--- config.mk ---
export PLATFORM = sky130hd
export DESIGN_NAME = uart_rx_fifo
export DESIGN_NICKNAME = d
export VERILOG_FILES = /design/src/rtl/uart_rx_fifo.sv
export SDC_FILE = /design/constraint.sdc
export NUM_CORES = 1
export LEC_CHECK = 0
export CAP_MARGIN = 20
export CORE_MARGIN = 4
export CORE_UTILIZATION = 60
export CTS_BUF_LIST = sky130_fd_sc_hd__clkbuf_4
export DETAILED_ROUTE_END_ITERATION = 8
export HOLD_SLACK_MARGIN = 0.1
export PLACE_DENSITY = 0.88
export SYNTH_ARGS = -nofsm -noshare
export SYNTH_HDL_FRONTEND = slang
export SYNTH_SLANG_ARGS = --single-unit
--- constraint.sdc ---
create_clock -name clk_i -period 3.4 [get_ports clk_i]
set_input_delay 0.68 -clock clk_i [delete_from_list [all_inputs] [get_ports clk_i]]
set_output_delay 0.68 -clock clk_i [all_outputs]
set_load 0.01 [all_outputs]
--- src/rtl/uart_rx_fifo.sv ---
//------------------------------------------------------------------------------
// uart_rx_fifo
//
// Purpose:
//   Receive-side buffer placed directly after a UART receiver. A small capture
//   FSM watches the receiver handshake, builds one entry per frame (8 data
//   bits plus parity/framing error tags) and pushes it into a synchronous
//   FIFO. The host drains the FIFO through a first-word-fall-through port.
//   Frames arriving while the FIFO is full are dropped and reported through
//   a sticky overrun flag.
//
// Parameters:
//   p_depth    number of FIFO entries (power of two, minimum 2)
//   p_cnt_len  occupancy counter width, derived from p_depth
//   p_af_thr   almost-full threshold (only with UART_RX_FIFO_ALMOST_FULL_EN)
//
// Ports:
//   clk_i            system clock, rising edge
//   rst_i            synchronous reset, active high
//   rx_data_i        receiver data byte
//   rx_ready_i       receiver data-ready level, rising edge marks a new byte
//   rx_busy_i        receiver busy, low means the frame has ended
//   rx_parity_err_i  receiver parity error
//   rx_framing_err_i receiver framing error
//   rd_en_i          host pop request
//   rd_data_o        head entry data byte
//   rd_err_o         head entry tags, [1] framing, [0] parity
//   rd_valid_o       head entry present
//   empty_o          FIFO empty
//   full_o           FIFO full
//   count_o          occupancy, 0..p_depth
//   overrun_o        sticky, a frame was dropped because the FIFO was full
//   almost_full_o    count_o >= p_af_thr (only with UART_RX_FIFO_ALMOST_FULL_EN)
//   clr_overrun_i    clears overrun_o
//
// Build option:
//   Define UART_RX_FIFO_ALMOST_FULL_EN to add p_af_thr and almost_full_o.
//------------------------------------------------------------------------------
module uart_rx_fifo #(
   parameter int p_depth   = 16,
   parameter int p_cnt_len = $clog2(p_depth) + 1
`ifdef UART_RX_FIFO_ALMOST_FULL_EN
   ,
   parameter int p_af_thr  = p_depth - 2
`endif
) (
   input  logic                 clk_i,
   input  logic                 rst_i,
   input  logic [7:0]           rx_data_i,
   input  logic                 rx_ready_i,
   input  logic                 rx_busy_i,
   input  logic                 rx_parity_err_i,
   input  logic                 rx_framing_err_i,
   input  logic                 rd_en_i,
   output logic [7:0]           rd_data_o,
   output logic [1:0]           rd_err_o,
   output logic                 rd_valid_o,
   output logic                 empty_o,
   output logic                 full_o,
   output logic [p_cnt_len-1:0] count_o,
   output logic                 overrun_o,
`ifdef UART_RX_FIFO_ALMOST_FULL_EN
   output logic                 almost_full_o,
`endif
   input  logic                 clr_overrun_i
);

   localparam int c_ptrLen = $clog2(p_depth);
   localparam logic [p_cnt_len-1:0] c_fullCount = p_cnt_len'(p_depth);

   typedef enum logic [1:0] {
      CAP_IDLE    = 2'd0,
      CAP_COLLECT = 2'd1,
      CAP_COMMIT  = 2'd2
   } capState_t;

   capState_t               r_capState;
   capState_t               w_capNext;
   logic                    r_rxReadyQ;
   logic [7:0]              r_capData;
   logic                    r_capPar;
   logic                    r_capFrm;
   logic [9:0]              r_mem [p_depth];
   logic [c_ptrLen-1:0]     r_wrPtr;
   logic [c_ptrLen-1:0]     r_rdPtr;
   logic [p_cnt_len-1:0]    r_count;
   logic                    r_overrun;
   logic                    w_rise;
   logic                    w_empty;
   logic                    w_full;
   logic                    w_pop;
   logic                    w_push;
   logic                    w_drop;
   logic [9:0]              w_head;

   assign w_rise  = rx_ready_i & ~r_rxReadyQ;
   assign w_empty = (r_count == '0);
   assign w_full  = (r_count == c_fullCount);
   assign w_pop   = rd_en_i & ~w_empty;

   // Remember last cycle's data-ready so a new byte is seen only on its
   // rising edge. Cleared by reset, so a level already high out of reset
   // counts as a new byte on the first cycle.
   always_ff @(posedge clk_i) begin
      if (rst_i) begin
         r_rxReadyQ <= 1'b0;
      end else begin
         r_rxReadyQ <= rx_ready_i;
      end
   end

   // Capture FSM state register.
   always_ff @(posedge clk_i) begin
      if (rst_i) begin
         r_capState <= CAP_IDLE;
      end else begin
         r_capState <= w_capNext;
      end
   end

   // Next state and commit decision. A frame is accepted in the commit cycle
   // when there is room, or when the FIFO is full but the host pops in the
   // same cycle and so frees the slot being written. Rises seen outside of
   // idle are ignored because the receiver never produces them.
   always_comb begin
      w_capNext = r_capState;
      w_push    = 1'b0;
      w_drop    = 1'b0;
      case (r_capState)
         CAP_IDLE: begin
            if (w_rise) begin
               w_capNext = CAP_COLLECT;
            end
         end
         CAP_COLLECT: begin
            if (!rx_busy_i) begin
               w_capNext = CAP_COMMIT;
            end
         end
         CAP_COMMIT: begin
            w_capNext = CAP_IDLE;
            if (!w_full || rd_en_i) begin
               w_push = 1'b1;
            end else begin
               w_drop = 1'b1;
            end
         end
         default: begin
            w_capNext = CAP_IDLE;
         end
      endcase
   end

   // Frame assembly. The byte is latched on the rise; error tags are then
   // OR-accumulated for the whole collect phase, including the cycle in
   // which busy is seen low, so a late framing error still lands in the tag.
   always_ff @(posedge clk_i) begin
      if (rst_i) begin
         r_capData <= '0;
         r_capPar  <= 1'b0;
         r_capFrm  <= 1'b0;
      end else begin
         if (r_capState == CAP_IDLE && w_rise) begin
            r_capData <= rx_data_i;
            r_capPar  <= 1'b0;
            r_capFrm  <= 1'b0;
         end else if (r_capState == CAP_COLLECT) begin
            r_capPar  <= r_capPar | rx_parity_err_i;
            r_capFrm  <= r_capFrm | rx_framing_err_i;
         end
      end
   end

   // Storage array. Only accepted frames are written, so a dropped frame
   // can never overwrite an entry the host has not read yet. No reset is
   // needed because the occupancy count guards every read.
   always_ff @(posedge clk_i) begin
      if (w_push) begin
         r_mem[r_wrPtr] <= {r_capFrm, r_capPar, r_capData};
      end
   end

   // Pointers and occupancy. Pointers are exactly log2(depth) wide so they
   // wrap on their own. A simultaneous push and pop leaves the count as is.
   always_ff @(posedge clk_i) begin
      if (rst_i) begin
         r_wrPtr <= '0;
         r_rdPtr <= '0;
         r_count <= '0;
      end else begin
         if (w_push) begin
            r_wrPtr <= r_wrPtr + 1'b1;
         end
         if (w_pop) begin
            r_rdPtr <= r_rdPtr + 1'b1;
         end
         case ({w_push, w_pop})
            2'b10:   r_count <= r_count + 1'b1;
            2'b01:   r_count <= r_count - 1'b1;
            default: r_count <= r_count;
         endcase
      end
   end

   // Sticky overrun. A drop in the same cycle as a host clear keeps the
   // flag set so the newer loss is never hidden.
   always_ff @(posedge clk_i) begin
      if (rst_i) begin
         r_overrun <= 1'b0;
      end else if (w_drop) begin
         r_overrun <= 1'b1;
      end else if (clr_overrun_i) begin
         r_overrun <= 1'b0;
      end
   end

   // First-word-fall-through read: the head entry is always presented.
   assign w_head     = r_mem[r_rdPtr];
   assign rd_data_o  = w_head[7:0];
   assign rd_err_o   = w_head[9:8];
   assign rd_valid_o = ~w_empty;
   assign empty_o    = w_empty;
   assign full_o     = w_full;
   assign count_o    = r_count;
   assign overrun_o  = r_overrun;

`ifdef UART_RX_FIFO_ALMOST_FULL_EN
   assign almost_full_o = (r_count >= p_cnt_len'(p_af_thr));
`endif

endmodule
; Word level (Yosys, flattened, before mapping)
; Memory sizes are Yosys's and may differ from the RTL's. A register that Yosys moved wholly into a read port is not among the register bits.
; Index checks and enable logic that the tools add are counted.
[totals]
ff_bits = 27
ramBits = 160
input_bits = 16
out_inout_bits = 19
word_cells = 50
n_memories = 1
[op_classes]
n_addsub = 4
eq_ne = 7
mux = 14
n_bitwise = 6
n_reduce_logical = 9
[mem_list]
columns = name, words, width, rd, rd_ports_with_merged_regs, wr, line_no
row1 = r_mem, 16, 10, 1, 1, 1, 83  ; logic [9:0] r_mem [p_depth];
[ops]
columns = operator, n
row1 = 5-bit case mux with 2 select lines, 1
row2 = "4-bit by 1-bit adder with 4-bit output, second input constant", 2
row3 = 1-bit 2-to-1 mux, 8
row4 = 4-bit 2-to-1 mux, 2
row5 = "5-bit by 1-bit adder with 5-bit output, second input constant", 1
row6 = "5-bit equality test, second input constant", 1
row7 = 5-bit logical NOT, 1
row8 = "5-bit by 1-bit subtractor with 5-bit output, second input constant", 1
row9 = "2-bit by 1-bit equality test with 1-bit output, second input constant", 2
row10 = "2-bit equality test, second input constant", 2
row11 = 2-bit 2-to-1 mux, 2
row12 = "2-bit != test, second input constant", 2
row13 = 2-bit case mux with 2 select lines, 1
row14 = 2-bit nonzero test, 2
row15 = 1-bit bitwise AND, 2
row16 = 2-bit logical NOT, 1
row17 = 1-bit NOT, 2
row18 = 1-bit OR, 2
row19 = 2-bit AND reduction, 1
row20 = 2-bit OR reduction, 1
row21 = 1-bit logical AND, 1
row22 = 1-bit logical NOT, 1
row23 = 1-bit logical OR, 1

; Logic depth before layout (Yosys ltp)
[depth]
ltp_word = 7
depth_mapped = 13
mapped_depth_nobuf = 10

; Least setup slack after synthesis
; OpenSTA, ideal clock, no wires.
[synth_path]
kind = input port to flip-flop
from = input port rd_en_i
to = register r_count[4], in the netlist count_o[4]
setup_time_ns = 0.064
arrival_ns = 2.730
required_time_ns = 3.336
slack_ns = 0.606
stages = 12
path_buffers = 2
cell_sequence = inv_1 a31oi_4 clkbuf_1 inv_1 ha_1 buf_2 xor2_1 ha_1 o21ai_0 or3_1 a2111o_1 nand4_1
[synth_between]
elab_chain_len = 5
elab_cells_between_ends = 8
classes_between = eq/ne: 2 / mux: 3 / bitwise: 1 / reduce/logical: 2
[synth_rtl]
columns = element, line_no
row1 = from (decl), 54  ; input logic rd_en_i,
row2 = 1-bit logical OR, 142  ; if (!w_full || rd_en_i) begin
row3 = 1-bit 2-to-1 mux, 142
row4 = 1-bit 2-to-1 mux, 129  ; case (r_capState)
row5 = 2-bit by 1-bit equality test with 1-bit output or 2-bit equality test (tied branches), 197  ; case ({w_push, w_pop})
row6 = 5-bit case mux with 2 select lines or 2-bit nonzero test (tied branches), -
row7 = to (signal assigned), 198  ; 2'b10: r_count <= r_count + 1'b1;
row8 = to (signal assigned), 199  ; 2'b01: r_count <= r_count - 1'b1;
row9 = to (signal assigned), 200  ; default: r_count <= r_count;
row10 = to (decl), 86  ; logic [p_cnt_len-1:0] r_count;
; Several ways; a longest one is shown, not always the timed one.
; A chain may end at the register's enable or synchronous reset.

==> results.json <==
{
  "status": "completed",
  "grt_pass1_wl_um": 23280,
  "slew_of_the_pin_with_the_lowest_slew_margin_ps": 944.5,
  "holdBufCountCts": 0,
  "worst_hold_startpoint": "r_rdPtr[3]",
  "critical_path_peak_fanout": 9,
  "drtIter0Drc": 463,
  "fin_nets": 502,
  "holdCritPathClass": "flip-flop to flip-flop",
  "synth_cell_type_count": 44,
  "reg2reg_to": "count_o[4]",
  "ys.warnings.count": 0,
  "cp.buffers_inverters": 2,
  "synth_top_flop_cell": "edfxtp_1",
  "max-vdd-ir-drop_mv": 0.7001,
  "layout-drive-gt1-share": 0.1939,
  "floorplan.initialDensity": 0.6222,
  "edff_count_synth": 160,
  "stage_delay_of_the_slowest_cell_on_the_critical_path_ps": 490,
  "dp.cells": 621,
  "slew_headroom": 0.3687,
  "cp_slowest_cell": "mux4_2",
  "crit_path_cell_trace": "buf_12 -> mux4_2 -> a22oi_1 -> nand2_1 -> clkdlybuf4s50_1",
  "dr_total_vias": 4066,
  "r2r_setup_slk_ps": 440,
  "yosysTopAreaCellShare": 0.6349,
  "endpoint": "rd_data_o[1]",
  "layout_worst_path_cycle_share": 0.9604,
  "dp.final_hpwl_um": 9409,
  "clock.fmax_mhz": 306.2,
  "antenna-diode-count": 0,
  "die_height_um": 120.3,
  "clk_pin_slew_ps": 130,
  "final_cell_mix": "160 x edfxtp_1, 40 x mux4_2, 34 x clkdlybuf4s50_1, 30 x dfxtp_1, 29 x nand2_1",
  "layoutNonFillerInstCount": 658,
  "viasPerCell": 6.179,
  "endpoint_kind": "output port",
  "grt.total_usage": 0.2169,
  "total_standard_cell_area_after_synthesis_um2": 7567,
  "worstReg2RegStart": "count_o[0]",
  "syn_area_per_cell_um2": 17.52,
  "cp_top_family": "buffers and inverters",
  "antenna_violations_before_repair": 0,
  "critical_path_class": "flip-flop to output port",
  "grt_start_max_net_pins": 41,
  "num_rows": 40,
  "synth.area.top_cells": "edfxtp_1 63%, mux4_2 12%, dfxtp_1 8.2%",
  "synth-async-reset-ratio": 0,
  "netlist.top_cell.by_area": "edfxtp_1",
  "report.final.slew_viol_count": 0,
  "cts.sink_count": 191,
  "worst_r2r_path_depth": 9,
  "first_pass_iters": 4,
  "seq_area_frac_synth": 0.7169,
  "htreeDepth": 4,
  "synthesis.nets": 457,
  "max-clock-path-buffers": 2,
  "setup_viol_count_final": 0,
  "period_minus_ws_final_ps": 3265,
  "core_area_um2": 12160,
  "total_chip_power_mw": 5.295,
  "drcViolationCount": 0,
  "grt_pass1_vias": 4178,
  "synth_seq_cells": 191,
  "portBuffers": 34,
  "cp.required_ps": 2720,
  "synth_cells": 432,
  "floorplan.io_pins": 35,
  "fin_skew_ps": 13.75,
  "timing.critical_path.depth": 5,
  "worstSkewPairLatency_ps": 570,
  "drv.max_cap_violation_count": 0,
  "layout.cells.most_common": "edfxtp_1",
  "p_leak_nw": 2.860,
  "place_ws_ps": 175.3,
  "clock_tree.root_cell": "clkbuf_4",
  "clock_tree_from_tritoncts": "done",
  "die_w_um": 120.3,
  "area.growth.synth_to_final_pct": 13.38,
  "postLayoutSetupSlackWorst_ps": 134.6,
  "wl_per_cell_um": 22.51,
  "globalRoute.totalOverflow": 0,
  "place.gp.congestion": 0.8251,
  "final_hold_viol_count": 0,
  "numCtsBuffers": 17,
  "cp-start-kind": "flip-flop",
  "fp.dieArea_um2": 14470,
  "critical_path_arrival_ps": 2590,
  "wl_um": 14810,
  "pwr_density_cell_nw_per_um2": 617.2,
  "route.antenna.remaining_nets": 0
}
flip-flops by register name, summed over array words and instances, names as in the netlist, named ones only:
name	cells
r_capData	8
r_capState	2
r_capFrm	1
r_capPar	1
r_rdPtr	4
r_rxReadyQ	1
count_o	5
r_wrPtr	4
r_mem	160
overrun_o	1
cells in the mapped netlist, drive strengths merged, types with 3 or more instances:
library cell / count
a21oi: 14
xor2: 5
clkbuf: 11
nand4: 3
nor2b: 7
mux4: 40
dfxtp: 31
a22oi: 20
and3: 14
ha: 9
mux2i: 3
edfxtp: 160
buf: 13
xnor2: 3
inv: 11
nand3: 4
o21ai: 4
nand2b: 3
nand2: 29
nor3: 5
nor2: 19
logic make-up (layout without fill, tap and decap cells):
group | count (synthesis) | count (layout) | synth area share
DFF | 191 | 191 | 0.7169
and+or+nand+nor | 98 | 98 | 0.06895
AOI/OAI and AO/OA | 48 | 48 | 0.04597
muxes | 43 | 43 | 0.1230
buffers and inverters | 35 | 93 | 0.02100
adders and majority gates | 9 | 9 | 0.01488
xor gates and xnor gates | 8 | 8 | 0.009260
how the worst min path moves through the flow:
stage          cells past startpoint         end
2_1_floorplan                      2   flip-flop
3_3_place_gp                       2  r_rdPtr[3]
3_5_place_dp                       2  r_rdPtr[3]
4_1_cts                            2  r_rdPtr[3]
5_1_grt                            2   flip-flop
6_report                           2  r_rdPtr[3]
per-layer routing:
metal,GRT usage,part of all wire,up-vias
met4,0.06799,0.016,0
met1,0.2885,0.41,2074
met3,0.05940,0.054,26
met5,0,0,-
li1,-,-,1800
met2,0.3541,0.52,166
tightest hold or removal path, delay by kind of cell, from the launching register on:
family,cells,cell delay (ps)
XOR/XNOR,1,110
AND/OR/NAND/NOR,1,50
flip-flops,1,350
stage by stage:
stage	cell area (um^2)	utilization	hold slack (ps)	TNS, ps
6_report	8579	0.7055	539.4	0
5_1_grt	8579	0.7055	575.7	-11.86
4_1_cts	8502	0.6991	542.6	0
3_5_place_dp	8128	0.6683	516.6	0
3_3_place_gp	8128	0.6683	514.6	0
2_1_floorplan	7567	-	490.2	0
layout make-up:
type,count,area (um^2)
multi-input combinational,206,1994
clock buffer,18,135.1
sequential,191,5429
inverter,11,41.29
fill,758,3582
tap,168,210.2
timing repair buffer,50,533.0
clock inverter,14,236.5
report_power, final:
group          leakage [nW]  internal [mW]  switching (mW)
clock network         0.195          0.743           0.747
logic                 0.936          0.635           0.473
registers              1.73           2.58           0.121
what timing repair did:
action	in CTS	in global routing
endpoints found under the setup margin	6	10
gates cloned	0	2
gates resized for setup	1	1
buffers inserted	0	3
No activity file was read; power rests on OpenSTA's default activity.
